<file path="src/rtl/shop_cmd_packer.sv">
// Packs a byte-serial, LF-terminated ASCII token stream into right-justified words.
// Optional macro SHOP_CMD_PACKER_BACKSPACE_EN makes BS/DEL erase the last character.
module shop_cmd_packer #(
   parameter int unsigned WORD_CHARS = 3,
   parameter int unsigned WORD_BITS  = 8 * WORD_CHARS,
   parameter logic [7:0]  TERM_CHAR  = 8'h0A,
   localparam int unsigned LEN_BITS  = $clog2(WORD_CHARS + 1)
) (
   input  logic                 i_clk,
   input  logic                 i_reset,
   input  logic                 i_c_vld,
   input  logic [7:0]           i_c,
   output logic                 o_rdy,
   output logic [WORD_BITS-1:0] o_a,
   output logic                 o_err,
   output logic [LEN_BITS-1:0]  o_len
);

   localparam logic [LEN_BITS-1:0] MAX_CNT = LEN_BITS'(WORD_CHARS);

   typedef enum logic {
      ST_FILL = 1'b0,
      ST_DROP = 1'b1
   } state_t;

   state_t               state;
   logic [WORD_BITS-1:0] sr;
   logic [LEN_BITS-1:0]  cnt;

   logic is_term;
   logic is_cr;
   logic is_print;
   logic is_bs;

   // Character classification; the terminator wins over every other class.
   always_comb begin
      is_term  = (i_c == TERM_CHAR);
      is_cr    = (i_c == 8'h0D);
      is_print = (i_c >= 8'h20) && (i_c <= 8'h7E);
`ifdef SHOP_CMD_PACKER_BACKSPACE_EN
      is_bs    = (i_c == 8'h08) || (i_c == 8'h7F);
`else
      is_bs    = 1'b0;
`endif
   end

   always_ff @(posedge i_clk or posedge i_reset) begin
      if (i_reset) begin
         state <= ST_FILL;
         sr    <= '0;
         cnt   <= '0;
         o_rdy <= 1'b0;
         o_err <= 1'b0;
         o_a   <= '0;
         o_len <= '0;
      end else begin
         o_rdy <= 1'b0;
         o_err <= 1'b0;
         if (i_c_vld) begin
            case (state)
               ST_FILL: begin
                  if (is_term) begin
                     if (cnt != '0) begin
                        o_a   <= sr;
                        o_len <= cnt;
                        o_rdy <= 1'b1;
                     end
                     sr  <= '0;
                     cnt <= '0;
                  end else if (!is_cr) begin
                     if (is_print) begin
                        if (cnt == MAX_CNT) begin
                           state <= ST_DROP;
                           o_err <= 1'b1;
                        end else begin
                           sr  <= (sr << 8) | WORD_BITS'(i_c);
                           cnt <= cnt + LEN_BITS'(1);
                        end
                     end else if (is_bs) begin
                        if (cnt != '0) begin
                           sr  <= sr >> 8;
                           cnt <= cnt - LEN_BITS'(1);
                        end
                     end else begin
                        state <= ST_DROP;
                        o_err <= 1'b1;
                     end
                  end
               end
               ST_DROP: begin
                  // Discard until the terminator, then start a fresh token.
                  if (is_term) begin
                     state <= ST_FILL;
                     sr    <= '0;
                     cnt   <= '0;
                  end
               end
               default: state <= ST_FILL;
            endcase
         end
      end
   end

endmodule

</file>
<file path="config.mk">
export PLATFORM = sky130hd
export DESIGN_NAME = shop_cmd_packer
export DESIGN_NICKNAME = d
export VERILOG_FILES = /design/src/rtl/shop_cmd_packer.sv
export SDC_FILE = /design/constraint.sdc
export NUM_CORES = 1
export LEC_CHECK = 0
export CORE_ASPECT_RATIO = 1.5
export CORE_UTILIZATION = 35
export CTS_BUF_LIST = sky130_fd_sc_hd__clkbuf_4
export CTS_CLUSTER_SIZE = 8
export DETAILED_ROUTE_END_ITERATION = 6
export GPL_ROUTABILITY_DRIVEN = 0
export PLACE_DENSITY = 0.57
export SYNTH_ARGS = -nofsm -noshare
export SYNTH_HDL_FRONTEND = slang
export SYNTH_SLANG_ARGS = --single-unit
export TNS_END_PERCENT = 1
</file>
<file path="constraint.sdc">
create_clock -name i_clk -period 6.15 [get_ports i_clk]
set_clock_uncertainty 0.1 [all_clocks]
set_input_delay 1.845 -clock i_clk [delete_from_list [all_inputs] [get_ports i_clk]]
set_output_delay 1.845 -clock i_clk [all_outputs]
set_load 0.01 [all_outputs]
</file>
Word-level counts from Yosys, hierarchy flattened. Index checks and enable logic that the tools add are counted.

Mux-type cells: 24. $lt $le $gt $ge: 2. Bitwise operators: 2. Equality and inequality tests: 7. $add $sub $neg: 1. Reductions and logical operators: 4.

Operators by type and width (count): two-way mux 24 bit (5); case mux 24 bit (2 select lines) (1); OR 24 x 8 -> 24 bit (1); equality test 8 x 4 -> 1 bit (second input constant) (2); two-way mux 1 bit (11); two-way mux 2 bit (5); != test 3 bit (second input constant) (3); greater-or-equal comparator 8 x 6 -> 1 bit (second input constant) (1); <= comparator 8 x 7 -> 1 bit (second input constant) (1); AND reduction 5 bit (1); case mux 2 bit (2 select lines) (1); AND reduction 4 bit (1); adder 2 x 1 -> 2 bit (second input constant) (1); equality test 2 bit (second input constant) (1); != test 2 x 1 -> 1 bit (second input constant) (1); case mux 1 bit (2 select lines) (1); nonzero test 2 bit (1); logical AND 1 bit (1); inverter 1 bit (1).

Output and inout port bits: 28. Input port bits: 11. Bits in registers: 55.

Depth between registers and ports, before layout. Gate-level depths: netlist (run 1).

Depth after elaboration: 7. Depth in mapped cells: 6. Mapped depth without buffers: 5.

Worst setup path after synthesis (run 1). No wires, ideal clock.

Path kind: input-to-reg. Start: input port i_c[5]. End: register sr[0]. Slack: 2976 ps. Stages on the path: 4. Path buffers: 0. Data required time: 5925 ps. Data arrival time: 2949 ps. Library setup time: 125 ps. Cells stage by stage: nor4_4 nand3_1 o21ai_2 mux2_2.

Word-level cells in the longest chain between the ends: 4. Elaborated cells between the ends (all ways): 12. Classes of those cells: order compare (2); eq/ne (6); mux (2); reduce/logical (2).

Ends and longest elaborated chain: from (decl) (RTL line 12) `input logic [7:0] i_c,`; greater-or-equal comparator 8 x 6 -> 1 bit or <= comparator 8 x 7 -> 1 bit (tied branches) (RTL line 39) `is_print = (i_c >= 8'h20) && (i_c <= 8'h7E);`; logical AND 1 bit (RTL line 39); != test 3 bit (no source line); AND reduction 5 bit (no source line); to (signal assigned) (RTL line 76) `sr <= (sr << 8) | WORD_BITS'(i_c);`; to (signal assigned) (RTL line 81) `sr <= sr >> 8;`; to (decl) (RTL line 27) `logic [WORD_BITS-1:0] sr;`.

Parallel ways exist; a longest one is shown, timed or not. A chain may end at the register's enable or synchronous reset.

Final worst setup path (run 1).
Start: input port i_c[5]. End: register sr[4].

The elaborated chain is that of the path after synthesis.

==> out/qor.tcl, run 1 <==
set qor(grt_start_max_net_pins) 56
set qor(crit-reg2reg-capture) {sr[4]$_DFFE_PP0P_}
set qor(drc_errors) 0
set qor(synthMuxAreaShare) 0.252
set qor(cp_data_arrival_time_ns) 3.88
set qor(holdCritStartpoint) {o_a[7]$_DFFE_PP0P_}
set qor(tritoncts) {built}
set qor(setup_viol) 0
set qor(switching_share) 0.247
set qor(mappedNetlistArea_sq_um) 2430
set qor(design.portCount) 39
set qor(ant_nets) 0
set qor(cts_root_buffer) {sky130_fd_sc_hd__clkbuf_4}
set qor(slew_violations) 0
set qor(period_needed_ns) 3.71
set qor(cp_launch_point) {i_c[5]}
set qor(clk_latency_ns) 0.36
set qor(clock_buffers_created_by_tritoncts) 5
set qor(pwr-share-clk) 0.253
set qor(port_buffers) 38
set qor(run_status) {completed}
set qor(power_frac_seq) 0.666
set qor(synth_simple_gate_area_frac) 0.0861
set qor(mappedNetlistNets) 195
set qor(cts_max_path_buffers) 2
set qor(timing.final.hold_violations) 0
set qor(fp-row-count) 36
set qor(worstReg2RegStart) {cnt[0]$_DFFE_PP0P_}
set qor(power_per_cell_area_nw_per_um2) 208
set qor(first_global_vias) 1475
set qor(grt_setup_unrepaired) {false}
set qor(synth_compound_area_frac) 0.0232
set qor(cts-htree-levels) 2
set qor(vias_per_cell) 4.68
set qor(detail_route.iter0.violations) 79
set qor(dominant_combinational_cell_family_by_area_after_synthesis) {multiplexers}
set qor(post_synth_fa_ha_maj_area_fraction) 0.0103
set qor(clk_pin_slew_ns) 0.14
set qor(comb_power_share) 0.082
set qor(crit_path_end_kind) {flop}
set qor(cts_repair_resize_count) 0
set qor(type_of_the_worst_min_delay_path) {flop to flop}
set qor(post-dp-hpwl_mm) 2.59
set qor(antenna_found_initial) 1
set qor(post_cts.repair.setup_buffers) 0
set qor(hold_path_depth) 1
set qor(wire_length_of_the_first_global_routing_pass_mm) 7.25
set qor(synth_seq_cells) 55
set qor(synth-seq-area-share) 0.567
set qor(timing_worst_slew_pin_value_ns) 0.883
set qor(min_delay_worst_endpoint) {o_a[7]$_DFFE_PP0P_}
set qor(average_wire_length_per_cell_after_detail_routing_um) 13.5
set qor(fmax_ghz) 0.270
set qor(total_switching_power_mw) 0.150
set qor(floorplan.die_area_sq_um) 7280
set qor(finalWirelength_mm) 4.05
set qor(start_kind) {input port}
set qor(worstPathMaxFanout) 26
set qor(final_min_period_over_clock_period) 0.603
set qor(routed-via-count) 1408
set qor(yosys_warnings) 0
set qor(num-nets-final) 236
set qor(cp_data_required_time_ns) 6.32
set qor(yosysUniqueCellTypes) 27
set qor(floorplan.die.height_um) 104
set qor(initial_utilization) 0.369
set qor(synth_area_per_cell_sq_um) 13.3
set qor(timing.max_slew.rel_slack) 0.411
set qor(die_width_um) 70.0
set qor(maxCapViolations) 0
set qor(synth-xor-area-share) 0
set qor(r2r_slack_ns) 4.03
set qor(dominant_cell_type_by_area_after_synthesis) {sky130_fd_sc_hd__dfrtp_1}
set qor(setup_tns_ns) 0
set qor(placed_area_sq_um) 2850
set qor(synth_cells) 182
set qor(global_route.overflow_total) 0
set qor(final_design_area_no_fill_sq_um) 2910
set qor(peakVddDrop_v) 0.0000989
set qor(number_of_sinks_handled_by_clock_tree_synthesis) 55
set qor(synth.area.top_cells) {sky130_fd_sc_hd__dfrtp_1, sky130_fd_sc_hd__mux2_4, sky130_fd_sc_hd__mux2i_1}
set qor(postCtsHoldBufs) 0
set qor(reg2reg_depth) 6
set qor(core_region_area_sq_um) 6580
set qor(drtPass1Iterations) 4
set qor(worstSetupPathType) {input port to flop}
set qor(p_leak_nw) 1.38
set qor(area_growth_syn_to_layout_pct) 19.9
set qor(synth_largest_type_area_fraction) 0.567
set qor(layout-drive-gt1-share) 0.201
set qor(p_int_mw) 0.456
set qor(globalRouteTotalUtil) 0.124
## how the worst max path moves through the flow
stage | slack, ns | to
2_1_floorplan | 2.86 | cnt[0]$_DFFE_PP0P_
3_3_place_gp | 2.14 | sr[4]$_DFFE_PP0P_
3_5_place_dp | 2.06 | sr[4]$_DFFE_PP0P_
4_1_cts | 2.46 | sr[0]$_DFFE_PP0P_
5_1_grt | 2.37 | sr[0]$_DFFE_PP0P_
6_report | 2.44 | sr[4]$_DFFE_PP0P_
## synthesized netlist by cell type
library cell and instances:
sky130_fd_sc_hd__ha_1 2, sky130_fd_sc_hd__nor2_1 4, sky130_fd_sc_hd__nand3_4 1, sky130_fd_sc_hd__nor2b_1 5, sky130_fd_sc_hd__nand2b_1 1, sky130_fd_sc_hd__dfrtp_1 55
sky130_fd_sc_hd__nand3_1 2, sky130_fd_sc_hd__and4bb_2 1, sky130_fd_sc_hd__o31ai_1 1, sky130_fd_sc_hd__buf_6 2, sky130_fd_sc_hd__mux2i_1 19, sky130_fd_sc_hd__nand4_1 1
sky130_fd_sc_hd__a21oi_1 2, sky130_fd_sc_hd__and3b_1 1, sky130_fd_sc_hd__o21ai_2 1, sky130_fd_sc_hd__inv_1 23, sky130_fd_sc_hd__a21oi_2 1, sky130_fd_sc_hd__nor4_4 1
sky130_fd_sc_hd__buf_8 2, sky130_fd_sc_hd__mux2_2 12, sky130_fd_sc_hd__o221ai_1 1, sky130_fd_sc_hd__mux2_4 19, sky130_fd_sc_hd__nor3_1 1, sky130_fd_sc_hd__buf_2 2
sky130_fd_sc_hd__nand2_1 20, sky130_fd_sc_hd__o21bai_1 1, sky130_fd_sc_hd__o21ai_0 1
## final cells by class
cell class                      count  area [sq um]
Clock buffer                        6          45.0
Inverter                           23          86.3
Sequential cell                    55          1380
Antenna cell                        1          2.50
Timing Repair Buffer               40           395
Tap cell                           76          95.1
Multi-Input combinational cell     98           901
Fill cell                         609          3670
Clock inverter                      2          7.51
## power groups by stage
stage	registers (mW)	clock network, mW	logic [mW]
finish	0.403	0.153	0.0494
global route	0.407	0.174	0.0579
CTS	0.403	0.162	0.0501
detailed placement	0.411	0	0.0491
global placement	0.409	0	0.0486
floorplan	0.404	0	0.0322
## cell families (layout without fill, tap and decap cells)
family,after synthesis,after routing
muxes,50,50
and+or+nand+nor,38,38
DFF,55,55
AOI/OAI and AO/OA,8,8
adders and majority gates,2,2
buffers and inverters,29,71
other,0,1
## metrics by stage
step / worst slack [ns] / total power [mW] / hold WS [ns] / util / std cells
finish: 2.44 / 0.605 / 0.423 / 0.442 / 301
global route: 2.37 / 0.639 / 0.437 / 0.442 / 301
CTS: 2.46 / 0.615 / 0.428 / 0.442 / 300
detailed placement: 2.06 / 0.460 / 0.391 / 0.434 / 292
global placement: 2.14 / 0.458 / 0.389 / 0.434 / 292
floorplan: 2.86 / 0.437 / 0.381 / - / 182
## flip-flops by register name (all words and copies together), names as in the netlist
register,count
o_rdy,1
state,1
cnt,2
o_len,2
o_err,1
o_a,24
sr,24
## layer usage
| metal | wire (um) | part of all wire | global-route usage |
|---|---|---|---|
| met5 | 0 | 0 | 0 |
| met4 | 96 | 0.024 | 0.0600 |
| met3 | 120 | 0.030 | 0.0184 |
| met2 | 1910 | 0.47 | 0.196 |
| met1 | 1920 | 0.47 | 0.164 |
## cell usage in the layout (no fill, tap or decap)
cell type | netlist | final
sky130_fd_sc_hd__dfrtp_1 | 55 | 55
sky130_fd_sc_hd__clkdlybuf4s50_1 | 0 | 38
sky130_fd_sc_hd__inv_1 | 23 | 22
sky130_fd_sc_hd__nand2_1 | 20 | 20
sky130_fd_sc_hd__mux2_4 | 19 | 19
sky130_fd_sc_hd__mux2i_1 | 19 | 19
sky130_fd_sc_hd__mux2_2 | 12 | 12
sky130_fd_sc_hd__clkbuf_4 | 0 | 6
sky130_fd_sc_hd__nor2b_1 | 5 | 5
sky130_fd_sc_hd__nor2_1 | 4 | 4
sky130_fd_sc_hd__nand3_1 | 2 | 2
sky130_fd_sc_hd__a21oi_1 | 2 | 2
sky130_fd_sc_hd__ha_1 | 2 | 2
sky130_fd_sc_hd__clkinv_1 | 0 | 2
sky130_fd_sc_hd__buf_4 | 0 | 2
sky130_fd_sc_hd__diode_2 | 0 | 1
sky130_fd_sc_hd__nor4_4 | 1 | 1
sky130_fd_sc_hd__and4bb_2 | 1 | 1
sky130_fd_sc_hd__nand2b_1 | 1 | 1
sky130_fd_sc_hd__nand3_4 | 1 | 1
sky130_fd_sc_hd__a21oi_2 | 1 | 1
sky130_fd_sc_hd__nand4_1 | 1 | 1
sky130_fd_sc_hd__o221ai_1 | 1 | 1
sky130_fd_sc_hd__o21ai_2 | 1 | 1
sky130_fd_sc_hd__o31ai_1 | 1 | 1
sky130_fd_sc_hd__nor3_1 | 1 | 1
sky130_fd_sc_hd__o21bai_1 | 1 | 1
sky130_fd_sc_hd__o21ai_0 | 1 | 1
sky130_fd_sc_hd__and3b_1 | 1 | 1
sky130_fd_sc_hd__inv_2 | 0 | 1
## worst max-delay path, stage by stage
cell and delay (ns):
sky130_fd_sc_hd__clkdlybuf4s50_1 0.50, sky130_fd_sc_hd__nor4_4 0.50, sky130_fd_sc_hd__nand3_1 0.17, sky130_fd_sc_hd__o21ai_2 0.09, sky130_fd_sc_hd__buf_4 0.39, sky130_fd_sc_hd__mux2_2 0.38
Note: power is estimated with default switching activity, not from simulation.
==> inputs of run 2 (changes only) <==
- clock period: 6.15 -> 3.6 ns (I/O delays scaled with it)
==> out/qor.tcl, run 2 (same netlist as run 1, synthesis figures left out) <==
set qor(run_status) {completed}
set qor(start_kind) {input port}
set qor(cts_root_buffer) {sky130_fd_sc_hd__clkbuf_4}
set qor(power_per_cell_area_nw_per_um2) 355
set qor(port_buffers) 38
set qor(core_region_area_sq_um) 6580
set qor(total_power_mw) 1.04
set qor(pre_cts_slack_ns) 0.186
set qor(drc_errors) 0
set qor(wire_length_of_the_first_global_routing_pass_mm) 7.17
set qor(fillerInstances) 626
set qor(design.portCount) 39
set qor(clk_pin_slew_ns) 0.14
set qor(average_wire_length_per_cell_after_detail_routing_um) 13.3
set qor(grt_setup_unrepaired) {false}
set qor(timing_worst_slew_pin_value_ns) 0.755
set qor(cp_data_required_time_ns) 3.80
set qor(number_of_sinks_handled_by_clock_tree_synthesis) 55
set qor(worstSetupPathType) {input port to flop}
set qor(tritoncts) {built}
set qor(period_needed_ns) 2.99
set qor(timing.final.hold_violations) 0
set qor(detail_route.iter0.violations) 70
set qor(cts-htree-levels) 2
set qor(global_route.overflow_total) 0
set qor(crit_path_end_kind) {flop}
set qor(worstPathMaxFanout) 14
set qor(maxCapViolations) 0
set qor(clock_buffers_created_by_tritoncts) 5
set qor(cts_repair_resize_count) 0
set qor(layout-drive-gt1-share) 0.220
set qor(finalWirelength_mm) 4.04
set qor(post_cts.repair.setup_buffers) 0
set qor(die_width_um) 70.0
set qor(clk_latency_ns) 0.36
set qor(layout_top_registers) {o_a x24, sr x24}
set qor(antenna_found_initial) 0
set qor(fp-row-count) 36
set qor(setup_viol) 0
set qor(post-dp-hpwl_mm) 2.86
set qor(timing.max_slew.rel_slack) 0.497
set qor(drtPass1Iterations) 4
set qor(setup_tns_ns) 0
set qor(initial_utilization) 0.369
set qor(grt_start_max_net_pins) 28
set qor(floorplan.die.height_um) 104
set qor(cp_launch_point) {i_c[5]}
set qor(mostFrequentLayoutCells) {sky130_fd_sc_hd__dfrtp_1, sky130_fd_sc_hd__clkdlybuf4s50_1, sky130_fd_sc_hd__inv_1}
set qor(ant_nets) 0
set qor(postCtsHoldBufs) 0
set qor(holdCritStartpoint) {sr[18]$_DFFE_PP0P_}
set qor(placed_area_sq_um) 2880
set qor(area_growth_syn_to_layout_pct) 20.9
set qor(final_design_area_no_fill_sq_um) 2930
set qor(antenna_cells_inserted) 0
set qor(hold-worst-slack_ns) 0.425
set qor(final_critical_path_setup_slack_ns) 0.610
set qor(cts_max_path_buffers) 2
set qor(first_global_vias) 1479
set qor(p_leak_nw) 1.40
set qor(globalRouteTotalUtil) 0.123
set qor(cp_data_arrival_time_ns) 3.19
set qor(floorplan.die_area_sq_um) 7280
set qor(slew_violations) 0
set qor(fmax_ghz) 0.334
set qor(routed-via-count) 1429
set qor(peakVddDrop_v) 0.000186
set qor(final_common_cell) {sky130_fd_sc_hd__dfrtp_1}
set qor(type_of_the_worst_min_delay_path) {flop to flop}
set qor(worstReg2RegStart) {cnt[0]$_DFFE_PP0P_}
set qor(num-nets-final) 239
set qor(final_min_period_over_clock_period) 0.831
set qor(vias_per_cell) 4.72
==> run 2: cell count changes in the layout (fill, tap and decap cells not counted) <==
cell,delta
sky130_fd_sc_hd__diode_2,-1
sky130_fd_sc_hd__clkinv_2,+1
sky130_fd_sc_hd__clkinv_1,-2
sky130_fd_sc_hd__clkbuf_4,+1
sky130_fd_sc_hd__buf_4,+3
==> run 2: stage by stage <==
stage,util,std cells
finish,0.446,303
global route,0.446,303
CTS,0.446,303
detailed placement,0.437,295
global placement,0.437,295
floorplan,-,182
==> run 2: layer usage <==
metal / GRT usage / wire [um] / up-vias
li1: - / - / 687
met1: 0.162 / 1840 / 702
met2: 0.194 / 1980 / 33
met3: 0.0242 / 128 / 7
met4: 0.0557 / 87 / 0
met5: 0 / 0 / -
==> run 2: layout make-up <==
type,count,area [sq um],share of cell area
clock buffer,7,52.6,0.0179
clock inverter,1,5.00,0.00171
inverter,23,86.3,0.0294
multi-input combinational,98,901,0.307
sequential,55,1380,0.469
tap,76,95.1,0.0324
timing repair buffer,43,418,0.142
==> run 2: worst paths after layout <==
| check | to | slack [ns] | depth (start not counted) |
|---|---|---|---|
| min | sr[18]$_DFFE_PP0P_ | 0.42 | 2 |
| max reg2reg | sr[22]$_DFFE_PP0P_ | 1.21 | 6 |
| max in group asynchronous | sr[23]$_DFFE_PP0P_ | 1.89 | 3 |
| min reg2reg | sr[18]$_DFFE_PP0P_ | 0.42 | 2 |
| min in group asynchronous | sr[20]$_DFFE_PP0P_ | 0.89 | 2 |
| max | sr[22]$_DFFE_PP0P_ | 0.61 | 6 |
==> run 2: where the power goes <==
part	switching, mW	total (mW)	internal, mW
clock	0.177	0.269	0.0918
sequential	0.0301	0.688	0.658
combinational	0.0440	0.0844	0.0404
total	0.252	1.04	0.790
==> run 2: critical path, stage by stage <==
cell                              delay [ns]
sky130_fd_sc_hd__clkdlybuf4s50_1        0.51
sky130_fd_sc_hd__nand4_1                0.14
sky130_fd_sc_hd__o221ai_1               0.20
sky130_fd_sc_hd__o21ai_2                0.66
sky130_fd_sc_hd__buf_4                  0.38
sky130_fd_sc_hd__mux2i_1                0.22
